$ cat src/rtl/fsk_demodulate.sv
// fsk_demodulate: recovers the 2-bit symbol from a square wave whose half-period
// (1, 2, 4 or 8 clk cycles) encodes the symbol. Edge-to-edge run lengths are
// measured and classified. A symbol is only published after CONFIRM consecutive
// runs agree. Carrier loss is declared after TIMEOUT cycles with no edge.
module fsk_demodulate #(
    parameter int CONFIRM = 4,
    parameter int TIMEOUT = 64,
    parameter int CNT_W   = 8
) (
    input  logic       clk,
    input  logic       reset,
    input  logic       in,
    output logic [1:0] sym,
    output logic       valid,
    output logic       sym_stb,
    output logic       err,
    output logic       lost
);

    typedef enum logic [1:0] {
        HUNT = 2'd0,
        ACQ  = 2'd1,
        LOCK = 2'd2
    } state_t;

    localparam logic [CNT_W-1:0] CNT_MAX = {CNT_W{1'b1}};

    // Returns {ok, class}. ok=0 marks a run length that matches no symbol.
    function automatic logic [2:0] classify(input logic [CNT_W-1:0] len);
        if (len == CNT_W'(1))
            return 3'b100;
        else if (len == CNT_W'(2))
            return 3'b101;
        else if (len >= CNT_W'(3) && len <= CNT_W'(5))
            return 3'b110;
        else if (len >= CNT_W'(6) && len <= CNT_W'(11))
            return 3'b111;
        else
            return 3'b000;
    endfunction

    logic             s1_q, s2_q, s3_q;
    logic [CNT_W-1:0] cnt_q, cnt_d;
    state_t           state_q;
    logic [1:0]       cand_q;
    logic [3:0]       ccnt_q;
    logic [1:0]       sym_q;
    logic             valid_q, stb_q, err_q, lost_q;

    logic             edge_w;
    logic [2:0]       cls_w;
    logic             run_ok;
    logic [1:0]       run_cls;
    logic [3:0]       ccnt_inc;
    logic             confirm_hit;
    logic             timeout_w;

    // The third flop only exists to give a clean edge detect; s1 absorbs metastability.
    always_ff @(posedge clk or negedge reset) begin
        if (!reset) begin
            s1_q <= 1'b0;
            s2_q <= 1'b0;
            s3_q <= 1'b0;
        end else begin
            s1_q <= in;
            s2_q <= s1_q;
            s3_q <= s2_q;
        end
    end

    assign edge_w = s2_q ^ s3_q;

    // Run-length counter: restarts at 1 on every edge, otherwise counts up and saturates.
    always_comb begin
        cnt_d = cnt_q;
        if (edge_w)
            cnt_d = CNT_W'(1);
        else if (cnt_q != CNT_MAX)
            cnt_d = cnt_q + CNT_W'(1);
    end

    // Holds the length of the run in progress; on an edge cycle it is the completed run length.
    always_ff @(posedge clk or negedge reset) begin
        if (!reset)
            cnt_q <= CNT_W'(1);
        else
            cnt_q <= cnt_d;
    end

    assign cls_w       = classify(cnt_q);
    assign run_ok      = cls_w[2];
    assign run_cls     = cls_w[1:0];
    assign ccnt_inc    = (run_cls == cand_q) ? ccnt_q + 4'd1 : 4'd1;
    assign confirm_hit = (ccnt_inc == 4'(CONFIRM));
    assign timeout_w   = !edge_w && (cnt_q == CNT_W'(TIMEOUT)) && (state_q != HUNT);

    // Lock FSM with registered outputs; an edge always wins over a timeout in the same cycle.
    always_ff @(posedge clk or negedge reset) begin
        if (!reset) begin
            state_q <= HUNT;
            cand_q  <= 2'd0;
            ccnt_q  <= 4'd0;
            sym_q   <= 2'd0;
            valid_q <= 1'b0;
            stb_q   <= 1'b0;
            err_q   <= 1'b0;
            lost_q  <= 1'b0;
        end else begin
            stb_q  <= 1'b0;
            err_q  <= 1'b0;
            lost_q <= 1'b0;
            if (edge_w) begin
                case (state_q)
                    HUNT: begin
                        // The run ending here started at an unknown point, so it is only a reference.
                        state_q <= ACQ;
                        ccnt_q  <= 4'd0;
                    end
                    ACQ, LOCK: begin
                        if (!run_ok) begin
                            err_q  <= 1'b1;
                            ccnt_q <= 4'd0;
                        end else if (state_q == LOCK && run_cls == sym_q) begin
                            ccnt_q <= 4'd0;
                        end else if (confirm_hit) begin
                            state_q <= LOCK;
                            sym_q   <= run_cls;
                            valid_q <= 1'b1;
                            stb_q   <= 1'b1;
                            ccnt_q  <= 4'd0;
                        end else begin
                            cand_q <= run_cls;
                            ccnt_q <= ccnt_inc;
                        end
                    end
                    default: state_q <= HUNT;
                endcase
            end else if (timeout_w) begin
                // sym keeps its last value so downstream can still see what was received.
                state_q <= HUNT;
                valid_q <= 1'b0;
                lost_q  <= 1'b1;
                cand_q  <= 2'd0;
                ccnt_q  <= 4'd0;
            end
        end
    end

    assign sym     = sym_q;
    assign valid   = valid_q;
    assign sym_stb = stb_q;
    assign err     = err_q;
    assign lost    = lost_q;

endmodule

$ cat config.mk
export PLATFORM = sky130hd
export DESIGN_NAME = fsk_demodulate
export DESIGN_NICKNAME = d
export VERILOG_FILES = /design/src/rtl/fsk_demodulate.sv
export SDC_FILE = /design/constraint.sdc
export NUM_CORES = 1
export LEC_CHECK = 0
export CAP_MARGIN = 10
export CORE_ASPECT_RATIO = 1.4
export CORE_MARGIN = 2
export CORE_UTILIZATION = 45
export DETAILED_ROUTE_END_ITERATION = 10
export HOLD_SLACK_MARGIN = 0.12
export PLACE_DENSITY = 0.63
export SLEW_MARGIN = 10
export SYNTH_ARGS = -nofsm -noshare
export SYNTH_HDL_FRONTEND = slang
export SYNTH_SLANG_ARGS = --single-unit
$ cat constraint.sdc
create_clock -name clk -period 3.57 [get_ports clk]
set_input_delay 0.714 -clock clk [delete_from_list [all_inputs] [get_ports clk]]
set_output_delay 0.714 -clock clk [all_outputs]
set_load 0.01 [all_outputs]
---- Word level (Yosys, flattened, before mapping) ----
Cells that the tools add are included.
storage, ports and cells
  register bits ........................... 25
  bits of input ports ..................... 3
  output and inout port bits .............. 6
  logic and storage cells ................. 94
cells by class
  $add $sub $neg .......................... 2
  magnitude comparators ................... 4
  equal/unequal tests ..................... 18
  multiplexer cells ....................... 40
  bitwise gates (word level) .............. 2
  reductions and logical operators ........ 16
operators with widths
  operator                                                            number
  two-way mux 4 bit                                                   6
  two-way mux 2 bit                                                   10
  two-way mux 1 bit                                                   16
  two-way mux 8 bit                                                   2
  AND reduction 5 bit                                                 3
  two-way mux 3 bit                                                   4
  inequality test 3 bit (second input constant)                       3
  adder 8 x 1 -> 8 bit (second input constant)                        1
  == test 8 x 1 -> 1 bit (second input constant)                      1
  == test 8 x 2 -> 1 bit (second input constant)                      1
  == test 8 x 7 -> 1 bit (second input constant)                      1
  greater-or-equal comparator 8 x 2 -> 1 bit (second input constant)  1
  greater-or-equal comparator 8 x 3 -> 1 bit (second input constant)  1
  less-or-equal comparator 8 x 3 -> 1 bit (second input constant)     1
  less-or-equal comparator 8 x 4 -> 1 bit (second input constant)     1
  inequality test 8 bit (second input constant)                       1
  case mux 4 bit (2 select lines)                                     1
  inequality test 2 x 1 -> 1 bit (second input constant)              3
  nonzero test 2 bit                                                  3
  logical AND 1 bit                                                   5
  adder 4 x 1 -> 4 bit (second input constant)                        1
  == test 2 bit                                                       2
  == test 4 x 3 -> 1 bit (second input constant)                      1
  inequality test 2 bit (second input constant)                       2
  other kinds (11)                                                    11

---- Longest topological paths before layout ----
Gate-level depths: netlist of run 1.
  depth after elaboration ................. 14
  gate-level depth with buffers ........... 10
  depth with buffers taken out ............ 9

---- Worst setup path before layout of run 1 ----
No wires, ideal clock.
  path kind ............................... reg-to-reg
  start ................................... register cnt_q[0]
  end ..................................... register sym_q[0], in the netlist sym[0]
  library setup time ...................... 0.128 ns
  arrival time ............................ 2.761 ns
  required time ........................... 3.442 ns
  setup slack ............................. 0.682 ns
  cell stages (with the launch flop) ...... 10
  buffers on the path ..................... 0
  period minus slack after synthesis ...... 2.888 ns
  cell sequence ........................... dfstp_2 > inv_1 > ha_1 > or2_2 > a2bb2oi_1 > mux2_2 > o21ai_1 > nand4_4 > nor2_4 > mux2_1
between the ends
  cells in the longest elaborated chain, start to end .. 10
  elaborated cells between the ends (all ways) .. 19
  classes of those cells .................. order compare (4); eq/ne (5); mux (5); bitwise (1); reduce/logical (4)
RTL lines
  item                                                                                                          line     RTL
  start, declared                                                                                               43       logic [CNT_W-1:0] cnt_q, cnt_d;
  start signal, assigned                                                                                        87       cnt_q <= cnt_d;
  greater-or-equal comparator 8 x 3 -> 1 bit / less-or-equal comparator 8 x 4 -> 1 bit (equally long branches)  36       else if (len >= CNT_W'(6) && len <= CNT_W'(11))
  logical AND 1 bit                                                                                             36
  two-way mux 3 bit                                                                                             36
  two-way mux 3 bit                                                                                             34       else if (len >= CNT_W'(3) && len <= CNT_W'(5))
  two-way mux 3 bit                                                                                             32       else if (len == CNT_W'(2))
  two-way mux 3 bit (*)                                                                                         30       if (len == CNT_W'(1))
  == test 2 bit (on tied branches)                                                                              93, 123
  two-way mux 4 bit / logical AND 1 bit (equally long branches)                                                 93, 123
  == test 4 x 3 -> 1 bit / inverter 1 bit (equally long branches)                                               --
  AND reduction 5 bit (no line)                                                                                 --
  end signal, assigned                                                                                          127      sym_q <= run_cls;
  end, declared                                                                                                 47       logic [1:0] sym_q;
Mark *: on every way between the ends. The rest lies on a longest branch, timed or not.
A chain may end at the register's enable or synchronous reset.

---- Final worst setup path of run 1 ----
Ends and elaborated chain as after synthesis.

==> results of run 1 <==
==> report_power, final <==
group | total [mW] | switching (mW) | internal (mW)
Combinational | 0.335 | 0.196 | 0.139
Sequential | 0.358 | 0.0415 | 0.317
Clock | 0.174 | 0.0945 | 0.0791
Total | 0.867 | 0.332 | 0.535
==> critical path, stage by stage, from the launching register on <==
cell and delay, ns:
dfstp_2 0.58, inv_1 0.07, ha_1 0.26, or2_2 0.31
a2bb2oi_1 0.29, mux2_2 0.38, o21ai_1 0.44, nand4_4 0.19
nor2_4 0.18, mux2_1 0.33
==> kinds of logic after synthesis <==
family / after synthesis / synth area share [%]
muxes: 8 / 5.560
and+or+nand+nor: 75 / 26.39
buffers and inverters: 12 / 2.897
xor gates and xnor gates: 7 / 3.837
adders and majority gates: 7 / 5.481
AOI/OAI and AO/OA: 36 / 16.60
DFF: 25 / 39.23
==> area by class of cell <==
| type | instances | area (sq um) |
|---|---|---|
| fillers | 320 | 1607 |
| multi-input cells | 133 | 924.6 |
| flip-flops and latches | 25 | 626.9 |
| repair buffers | 10 | 95.09 |
| well taps | 40 | 50.05 |
| clock buffers | 3 | 41.29 |
| inverters | 7 | 26.28 |
| clock inverters | 1 | 7.507 |
==> metal layers <==
metal  vias to the layer above  global-route usage (%)  share of wire (%)
met5                         -                       0                  0
met4                         0                   7.778                2.0
met3                         7                   2.610                2.0
met2                        20                   36.14                 57
met1                       635                   22.72                 39
li1                        640                       -                  -
==> sequential cells by signal, summed over array words and instances (netlist names) <==
name / count
s3_q: 1
sym_stb: 1
s1_q: 1
err: 1
cand_q: 2
state_q: 2
ccnt_q: 4
lost: 1
sym: 2
s2_q: 1
valid: 1
cnt_q: 8
==> per-stage QoR <==
| step | std cells | total power, mW |
|---|---|---|
| finish | 219 | 0.8666 |
| global route | 219 | 0.9278 |
| CTS | 219 | 0.8687 |
| detailed placement | 215 | 0.6959 |
| global placement | 215 | 0.6825 |
| floorplan | 170 | 0.6174 |
==> how the worst max path moves through the flow <==
| stage | endpoint | start | cells past startpoint | slack (ns) |
|---|---|---|---|---|
| global route | sym[1] | cnt_q[0] | 9 | 0.22 |
| finish | sym[0] | cnt_q[0] | 9 | 0.42 |
| detailed placement | sym[0] | cnt_q[0] | 9 | 0.43 |
| floorplan | sym[0] | cnt_q[0] | 9 | 0.68 |
| CTS | sym[0] | cnt_q[0] | 9 | 0.41 |
| global placement | sym[0] | cnt_q[0] | 9 | 0.54 |
==> layout by cell type (no fill, tap or decap), types with 5 or more instances in the layout <==
cell type        netlist  final
a21oi_1                6      6
clkdlybuf4s50_1        0      8
dfrtp_1               24     24
ha_1                   7      7
inv_1                  7      7
nand2_1               17     17
nand2b_1               5      5
nand3_1               10     10
nand4_1                6      6
nor2_1                12     12
xor2_1                 5      5
==> flow_metrics.py, run 1 <==
metrics = {
    "outcome": {
        "status": "finished clean",
    },
    "global_routing": {
        "antenna_found_initial": 0,
        "grt_usage_pct": 19.87,
        "grt_max_degree": 26,
        "grt_first_pass_wirelength_microns": 5940,
        "overflow": 0,
        "grt_pass1_vias": 1312,
    },
    "timing": {
        "fin_worst_hold_slack_ns": 0.3573,
        "fin_skew_ns": 0.003256,
        "max_freq_mhz": 317.2,
        "slew_viol_final": 0,
        "hold_viol_final": 0,
        "min_period_ns": 3.153,
        "rsz0062_at_grt": "no",
        "worst_pin_slew_ns": 0.8572,
        "fin_crit_sh_pct": 88.31,
        "finalSetupTns_ns": 0,
        "setup_viol_count_final": 0,
        "relSlewSlack_pct": 42.66,
        "worst_slack_ns": 0.4175,
    },
    "die": {
        "row_count": 25,
        "die-area_sq_um": 4050,
        "die_w_microns": 54.36,
        "ios": 9,
        "start_util_pct": 47.30,
        "core-area_sq_um": 3378,
        "die-height_microns": 74.51,
    },
    "worst_hold_path": {
        "min_to": "s2_q",
        "min_from": "s1_q",
        "hold_depth": 0,
        "holdCritPathClass": "register to register",
    },
    "final_layout": {
        "drive_above_1_share_pct": 10.61,
        "syn_to_final_growth_pct": 10.88,
        "stdcell_area_sq_um": 1772,
        "finish.utilization_pct": 52.44,
        "antenna_cells": 0,
        "layout.nets": 190,
    },
    "flow_run": {
        "max_cap_viol_count": 0,
    },
    "setup_path": {
        "crit_path_start_kind": "register",
        "arrival_ns": 3.31,
        "critPathMaxFanout": 6,
        "end_kind": "register",
        "ff2ff_path_depth": 9,
        "timing.rr.end": "sym[0]",
        "reg2reg_slack_ns": 0.42,
        "regToRegStartpoint": "cnt_q[0]",
        "cp.required_ns": 3.73,
        "path_class": "register to register",
    },
    "yosys": {
        "ys_top_cells_by_count": "dfrtp_1 (24), nand2_1 (17), nor2_1 (12), nand3_1 (10)",
        "avgSynthCellArea_sq_um": 9.399,
        "yosys_warnings": 0,
        "yosys.cell_count.top_type": "dfrtp_1",
        "synth_top_area_share_pct": 37.59,
        "netlist_area_sq_um": 1598,
        "ys_types": 48,
        "synth_edf_count": 0,
        "ys.flop_type": "dfrtp_1",
        "synth_largest_area_cell": "dfrtp_1",
        "synth_nets": 180,
        "synth-seq-area-share_pct": 39.23,
        "ys_ff_latch": 25,
        "synth_cells": 170,
        "synth_area_leaders": "dfrtp_1 (38%), ha_1 (5.5%), nand2_1 (4.0%)",
        "synthArstFlopShare_pct": 100.0,
    },
    "cts": {
        "clock_latency_ns": 0.27,
        "cts_made_buffers": 3,
        "path_clk_slew_ns": 0.09,
        "htreeDepth": 1,
        "cts_tree": "built",
        "clock_path_buffers": 2,
        "ctsRootBufferMaster": "clkbuf_8",
        "cts_hold_buf": 0,
        "cts.repair.resized": 0,
        "clock_sinks": 25,
        "postCtsSetupBuffers": 0,
    },
    "routing": {
        "vias_per_cell": 5.945,
        "drtAntennaViolNets": 0,
        "drc": 0,
        "routed_wl_microns": 3456,
        "drtIter0Drc": 41,
        "drtPass1Iterations": 4,
        "num_vias": 1302,
        "wl_per_cell_microns": 15.78,
    },
    "power_and_ir_drop": {
        "ir_drop_mv": 0.2164,
        "power_density_nw_per_um2": 489.1,
        "p_leak_nw": 0.7756,
    },
    "placed_design": {
        "numPortBuffers": 8,
        "place.gp.congestion": 0.9225,
        "pre_cts_slack_ns": 0.4294,
        "dpl_cell_area_sq_um": 1723,
        "dp_hpwl_microns": 2629,
    },
}
Power figures use the tool's default switching activity.
==> run 2: changes to the inputs <==
--- a/config.mk
+++ b/config.mk
@@ -9,6 +9,7 @@
 export CORE_ASPECT_RATIO = 1.4
 export CORE_MARGIN = 2
 export CORE_UTILIZATION = 45
+export CTS_BUF_LIST = sky130_fd_sc_hd__clkbuf_8
 export DETAILED_ROUTE_END_ITERATION = 10
 export HOLD_SLACK_MARGIN = 0.12
 export PLACE_DENSITY = 0.63
==> results of run 2 <==
Final layout, timing and power as in run 1 (identical DEF).
